File: src/rtl/snn_pkg.sv
// Shared constants and types for the SNN image input path.
package snn_pkg;

  localparam int FRAME_BITS  = 784;
  localparam int ADDR_W      = 10;
  localparam int TIMEOUT_CYC = 1_000_000;
  localparam int BYTE_W      = 8;

  typedef enum logic [2:0] {
    IDLE,
    SHIFT,
    WAIT_BYTE,
    START,
    RUN
  } frame_state_t;

endpackage

File: src/rtl/byte_serializer.sv
// Loads one received byte and presents it LSB first, one bit per shift.
// 'last' flags the eighth bit of the byte currently being shifted.
module byte_serializer
  import snn_pkg::*;
(
  input  logic              clk,
  input  logic              rst_n,
  input  logic              load,
  input  logic [BYTE_W-1:0] load_data,
  input  logic              shift_en,
  output logic              bit_out,
  output logic              last
);

  localparam int CNT_W = $clog2(BYTE_W);

  logic [BYTE_W-1:0] shift_reg;
  logic [CNT_W-1:0]  cnt_reg;

  // Load wins over shift so a new byte can follow the last bit with no gap.
  always_ff @(posedge clk or negedge rst_n) begin
    if (!rst_n) begin
      shift_reg <= '0;
      cnt_reg   <= '0;
    end else if (load) begin
      shift_reg <= load_data;
      cnt_reg   <= '0;
    end else if (shift_en) begin
      shift_reg <= {1'b0, shift_reg[BYTE_W-1:1]};
      cnt_reg   <= cnt_reg + CNT_W'(1);
    end
  end

  assign bit_out = shift_reg[0];
  assign last    = (cnt_reg == {CNT_W{1'b1}});

endmodule

File: src/rtl/input_frame_ctrl.sv
// Loads one binary image from the UART byte stream into the single-port input
// RAM, then hands the RAM port to snn_core and pulses start. Bytes arriving
// while a classification runs are dropped and flagged; stalled frames time out.
module input_frame_ctrl #(
  parameter int FRAME_BITS  = 784,
  parameter int ADDR_W      = 10,
  parameter int TIMEOUT_CYC = 1_000_000
) (
  input  logic              clk,
  input  logic              rst_n,
  input  logic              rx_rdy,
  input  logic [7:0]        rx_data,
  input  logic [ADDR_W-1:0] core_addr,
  input  logic              done,
  output logic [ADDR_W-1:0] ram_addr,
  output logic              ram_wdata,
  output logic              ram_we,
  output logic              start,
  output logic              frame_busy,
  output logic              overrun,
  output logic              timeout_err
);

  import snn_pkg::*;

  localparam int TCNT_W = $clog2(TIMEOUT_CYC);

  frame_state_t      state_reg, state_next;
  logic [ADDR_W-1:0] bit_cnt_reg, bit_cnt_next;
  logic [7:0]        pend_data_reg, pend_data_next;
  logic              pend_vld_reg, pend_vld_next;
  logic              overrun_reg, overrun_next;
  logic [TCNT_W-1:0] tcnt_reg, tcnt_next;

  logic              ser_load;
  logic [7:0]        ser_data;
  logic              ser_shift;
  logic              ser_bit;
  logic              ser_last;

  byte_serializer u_ser (
    .clk       (clk),
    .rst_n     (rst_n),
    .load      (ser_load),
    .load_data (ser_data),
    .shift_en  (ser_shift),
    .bit_out   (ser_bit),
    .last      (ser_last)
  );

  // State, pixel counter, one-byte pending slot, sticky overrun and idle timer.
  always_ff @(posedge clk or negedge rst_n) begin
    if (!rst_n) begin
      state_reg     <= IDLE;
      bit_cnt_reg   <= '0;
      pend_data_reg <= '0;
      pend_vld_reg  <= 1'b0;
      overrun_reg   <= 1'b0;
      tcnt_reg      <= '0;
    end else begin
      state_reg     <= state_next;
      bit_cnt_reg   <= bit_cnt_next;
      pend_data_reg <= pend_data_next;
      pend_vld_reg  <= pend_vld_next;
      overrun_reg   <= overrun_next;
      tcnt_reg      <= tcnt_next;
    end
  end

  // Next-state logic plus the RAM port mux: loader owns it until START.
  always_comb begin
    state_next     = state_reg;
    bit_cnt_next   = bit_cnt_reg;
    pend_data_next = pend_data_reg;
    pend_vld_next  = pend_vld_reg;
    overrun_next   = overrun_reg;
    tcnt_next      = '0;
    ser_load       = 1'b0;
    ser_data       = rx_data;
    ser_shift      = 1'b0;
    ram_addr       = bit_cnt_reg;
    ram_wdata      = 1'b0;
    ram_we         = 1'b0;
    start          = 1'b0;
    timeout_err    = 1'b0;
    case (state_reg)
      IDLE: begin
        if (rx_rdy) begin
          ser_load     = 1'b1;
          overrun_next = 1'b0;
          state_next   = SHIFT;
        end
      end
      SHIFT: begin
        ram_we       = 1'b1;
        ram_wdata    = ser_bit;
        ser_shift    = 1'b1;
        bit_cnt_next = bit_cnt_reg + ADDR_W'(1);
        if (ser_last) begin
          if (bit_cnt_reg == ADDR_W'(FRAME_BITS - 1)) begin
            // Frame complete: anything queued belongs to no frame.
            state_next    = START;
            pend_vld_next = 1'b0;
            if (pend_vld_reg || rx_rdy) begin
              overrun_next = 1'b1;
            end
          end else if (pend_vld_reg) begin
            // Pending byte follows immediately; a byte arriving now refills the slot.
            ser_load       = 1'b1;
            ser_data       = pend_data_reg;
            pend_vld_next  = rx_rdy;
            pend_data_next = rx_data;
          end else if (rx_rdy) begin
            ser_load = 1'b1;
          end else begin
            state_next = WAIT_BYTE;
          end
        end else if (rx_rdy) begin
          if (pend_vld_reg) begin
            overrun_next = 1'b1;
          end else begin
            pend_vld_next  = 1'b1;
            pend_data_next = rx_data;
          end
        end
      end
      WAIT_BYTE: begin
        if (rx_rdy) begin
          ser_load   = 1'b1;
          state_next = SHIFT;
        end else if (tcnt_reg == TCNT_W'(TIMEOUT_CYC - 1)) begin
          timeout_err  = 1'b1;
          bit_cnt_next = '0;
          state_next   = IDLE;
        end else begin
          tcnt_next = tcnt_reg + TCNT_W'(1);
        end
      end
      START: begin
        ram_addr   = core_addr;
        start      = 1'b1;
        state_next = RUN;
        if (rx_rdy) begin
          overrun_next = 1'b1;
        end
      end
      RUN: begin
        ram_addr = core_addr;
        if (rx_rdy) begin
          overrun_next = 1'b1;
        end
        if (done) begin
          bit_cnt_next = '0;
          state_next   = IDLE;
        end
      end
      default: begin
        state_next = IDLE;
      end
    endcase
  end

  assign overrun    = overrun_reg;
  assign frame_busy = (state_reg != IDLE);

endmodule
File: config.mk
export PLATFORM = sky130hd
export DESIGN_NAME = input_frame_ctrl
export DESIGN_NICKNAME = d
export VERILOG_FILES = /design/src/rtl/snn_pkg.sv /design/src/rtl/byte_serializer.sv /design/src/rtl/input_frame_ctrl.sv
export SDC_FILE = /design/constraint.sdc
export NUM_CORES = 1
export LEC_CHECK = 0
export BUFFER_PORTS_ARGS = -buffer_cell sky130_fd_sc_hd__clkbuf_2
export CAP_MARGIN = 20
export CELL_PAD_IN_SITES_DETAIL_PLACEMENT = 1
export CELL_PAD_IN_SITES_GLOBAL_PLACEMENT = 2
export CORE_MARGIN = 2
export CORE_UTILIZATION = 33
export CTS_CLUSTER_DIAMETER = 200
export DETAILED_ROUTE_END_ITERATION = 10
export PLACE_DENSITY = 0.84
export RECOVER_POWER = 50
export SETUP_SLACK_MARGIN = 0.3
export SLEW_MARGIN = 10
export SYNTH_ARGS = -nofsm -noshare
export SYNTH_HDL_FRONTEND = slang
export SYNTH_SLANG_ARGS = --single-unit
File: constraint.sdc
create_clock -name clk -period 1.8 [get_ports clk]
set_input_delay 0.36 -clock clk [delete_from_list [all_inputs] [get_ports clk]]
set_output_delay 0.36 -clock clk [all_outputs]
set_load 0.05 [all_outputs]
==> summary.txt <==
Run status
  – Status: finished, violations left
  – Failing checks: negative setup slack

Hold path
  – Hold Crit Class: in2reg
  – Worst Hold Depth: 2
  – Hold Path Origin: done
  – Worst Hold Endpoint: state_reg[2]$_DFFE_PN0P_

Yosys
  – Fraction of registers with async set or reset after synthesis: 1.00
  – Ys Warns: 0
  – Avg Cell Area, Syn: 9.90 um^2
  – Area contributors post-synth: dfrtp_1, mux2i_1, mux2_2, nor2_1, xnor2_1
  – Synth cell types: 43
  – Post-Syn Nets: 322
  – Synth top area share: 0.461
  – Number of synthesized flops with an enable pin: 0
  – Mapped Cells: 296
  – Synth Cell Area: 2930 um^2
  – Top_reg_cell synth: dfrtp_1
  – #FFs+latches synth: 54
  – Seq/Total Area, Yosys: 0.461
  – Post-synth top area cell: dfrtp_1

GRT
  – Grt total ovfl: 0
  – Met2 Track Usage GR: 0.340
  – GRT met3 Usage: 0.0272
  – GRT met1 Usage: 0.253
  – Largest net degree at the start of global routing: 55
  – Vias in the first global route: 2981
  – First-pass GRT wire length: 15200 um
  – GR peak layer: met2
  – Global-route usage over all layers: 0.198
  – Initial antenna violation count: 0

Routing
  – Via count: 2762
  – Detailed Routing Iterations Pass 1: 5
  – Routed Antenna Nets: 0
  – Detail-routed via count per cell: 5.29
  – DRC viols: 0
  – Initial DRC Count: 84
  – Routed WL: 10400 um
  – Wire length per cell: 19.8 um

Clock network
  – H-tree lvl count: 2
  – CTS tree: built
  – Worst-path clk slew: 100 ps
  – CTS Buf Count: 5
  – Clock Latency Late Sink: 330 ps
  – Sink Count: 54
  – CTS Root Cell: clkbuf_8
  – Hold-fix buffers, CTS: 0
  – CTS max path bufs: 2

Power
  – Comb power frac: 0.549
  – Final Total Pwr: 5730 uW
  – VDD IR max: 0.000672 V
  – Pleak: 0.00212 uW
  – Internal: 3380 uW
  – Switching share of power: 0.409
  – Clk pwr share: 0.134
  – Power per cell area: 1220 nW/um^2
  – Switch Pwr: 2340 uW
  – Seq pwr share: 0.318

Critical path
  – RR Endpoint: bit_cnt_reg[6]$_DFFE_PN0P_
  – Worst Path Arrival: 2020 ps
  – WP data required: 1440 ps
  – Cell family with most CP delay: simple AND/OR/NAND/NOR gates
  – Worst-case reg-to-reg path depth: 10
  – Critical path endpoint category: output pin
  – CP bufs+invs: 1
  – Worst path cell trace: nor4bb_1 -> nand4_1 -> or2_4 -> nor4_4 -> buf_12
  – Crit path max fanout: 2
  – Slowest cell on the critical path: dfrtp_1
  – R2R setup slack: -470 ps
  – Beginning of the worst register-to-register path: tcnt_reg[12]$_DFF_PN0_
  – Critical path type: reg2out
  – CP Launch Type: flop
  – CP peak stage delay: 430 ps

Floorplanning
  – Core region area: 8680 um^2
  – Core Rows: 34
  – Die H: 98.2 um
  – Die footprint: 9650 um^2
  – Initial Util: 0.338
  – Die width: 98.2 um
  – I/O Pins: 38

Placement
  – Routability cong.: 0.769
  – Pre-CTS WS: -183 ps
  – IO buf count: 37
  – Post-DP HPWL: 5550 um

Layout
  – Flip-flop count of the largest register after layout: 20
  – Fill cell count: 941
  – Layout cells sized above 1: 0.476
  – Sequential Area: 1360 um^2
  – # diodes: 0
  – Syn-to-layout area delta: 60.1%
  – Multi-input logic area: 1850 um^2
  – NumNets Final: 439
  – Layout Utilization: 0.541

Timing
  – Crit path time final: 2380 ps
  – Period utilization: 1.32
  – Slew @ Worst Pin: 1410 ps
  – Final Hold Viols: 0
  – Fin. max-slew vios: 0
  – Post-route worst setup slack: -577 ps
  – Final Skew: 17.5 ps
  – Final Setup Violations: 64
  – Max Fclk: 421 MHz
  – Max transition margin: 0.0629
  – Hold Slack: 267 ps
  – RSZ-0062 raised after global routing: true

Run
  – Maxcap violations: 0
-- layout make-up --
cell class                 instances  area share
clock inverter                     3     0.00560
multi-input combinational        219       0.394
tap                              108      0.0288
inverter                          11      0.0120
clock buffer                       5      0.0147
timing repair buffer             122       0.256
sequential                        54       0.289
-- cells by family (layout without fill, tap and decap cells) --
kind of cell / Yosys count / count (layout) / synth area share
buffers and inverters: 24 / 141 / 0.0346
multiplexers: 40 / 40 / 0.144
flip-flops: 54 / 54 / 0.461
XOR/XNOR: 18 / 18 / 0.0538
AO/OA/AOI/OAI: 43 / 43 / 0.0910
adder cells (fa/ha/maj): 4 / 4 / 0.0171
AND/OR/NAND/NOR: 113 / 114 / 0.199
-- synthesized netlist by cell type, types with 2 or more instances --
cell type  number
nand4_2         2
and3_1          5
a21oi_1        14
ha_1            4
nor4_1          4
buf_2           6
o21ai_0        12
xnor2_1        12
o21a_1          4
nand4_1         5
nand2_1        25
and4_1          2
mux2i_1        23
inv_1          11
clkbuf_1        6
mux2_2         17
nor2_1         32
nand2b_1        5
or3_1           4
nand3_1        14
a31oi_1         5
nor3_1          5
xor2_1          6
dfrtp_1        54
-- how the worst max path moves through the flow --
stage,startpoint,to,slack (ps),cells past startpoint
floorplan,tcnt_reg[0]$_DFF_PN0_,timeout_err,-270,5
global placement,tcnt_reg[15]$_DFF_PN0_,timeout_err,-90,5
detailed placement,tcnt_reg[15]$_DFF_PN0_,timeout_err,-180,5
CTS,tcnt_reg[10]$_DFF_PN0_,timeout_err,-370,5
global route,tcnt_reg[12]$_DFF_PN0_,timeout_err,-730,5
finish,tcnt_reg[12]$_DFF_PN0_,timeout_err,-580,5
-- per-layer routing --
layer / vias to the layer above / part of all wire
li1: 1278 / -
met1: 1394 / 0.42
met2: 69 / 0.52
met3: 21 / 0.030
met4: 0 / 0.037
met5: - / 0
-- power by group through the flow --
stage          logic [uW]  clock network, uW  registers, uW
4_1_cts              2860                784           1800
3_3_place_gp         2380                  0           1790
3_5_place_dp         2450                  0           1820
2_1_floorplan        1740                  0           1810
5_1_grt              3310                836           1860
6_report             3140                765           1820
-- metrics by stage --
step	cells	TNS [ps]	instance area [um^2]
after floorplan	296	-1130	3180
after global placement	484	-653	3870
after detailed placement	484	-878	3870
after CTS	512	-5860	4530
after global routing	522	-22930	4690
final	522	-16270	4690
-- timing repair --
item / in CTS / in global routing
hold endpoints to repair: 0 / 0
endpoints found under the setup margin: 68 / 68
gates resized for setup: 74 / 38
cloned: 4 / 0
pin swaps: 18 / 8
setup buffers: 16 / 10
-- layout by cell type (no fill, tap or decap), drive strengths merged, types with 6 or more instances in the layout --
| cell type | synthesis | routed |
|---|---|---|
| nor2 | 32 | 32 |
| o21ai | 13 | 13 |
| clkbuf | 6 | 31 |
| xnor2 | 12 | 12 |
| buf | 7 | 96 |
| mux2 | 17 | 17 |
| xor2 | 6 | 6 |
| nand4 | 7 | 7 |
| a21oi | 14 | 14 |
| nand3 | 14 | 14 |
| inv | 11 | 14 |
| dfrtp | 54 | 54 |
| nand2 | 25 | 26 |
| and3 | 6 | 6 |
| mux2i | 23 | 23 |
Note: power is estimated with default switching activity, not from simulation.
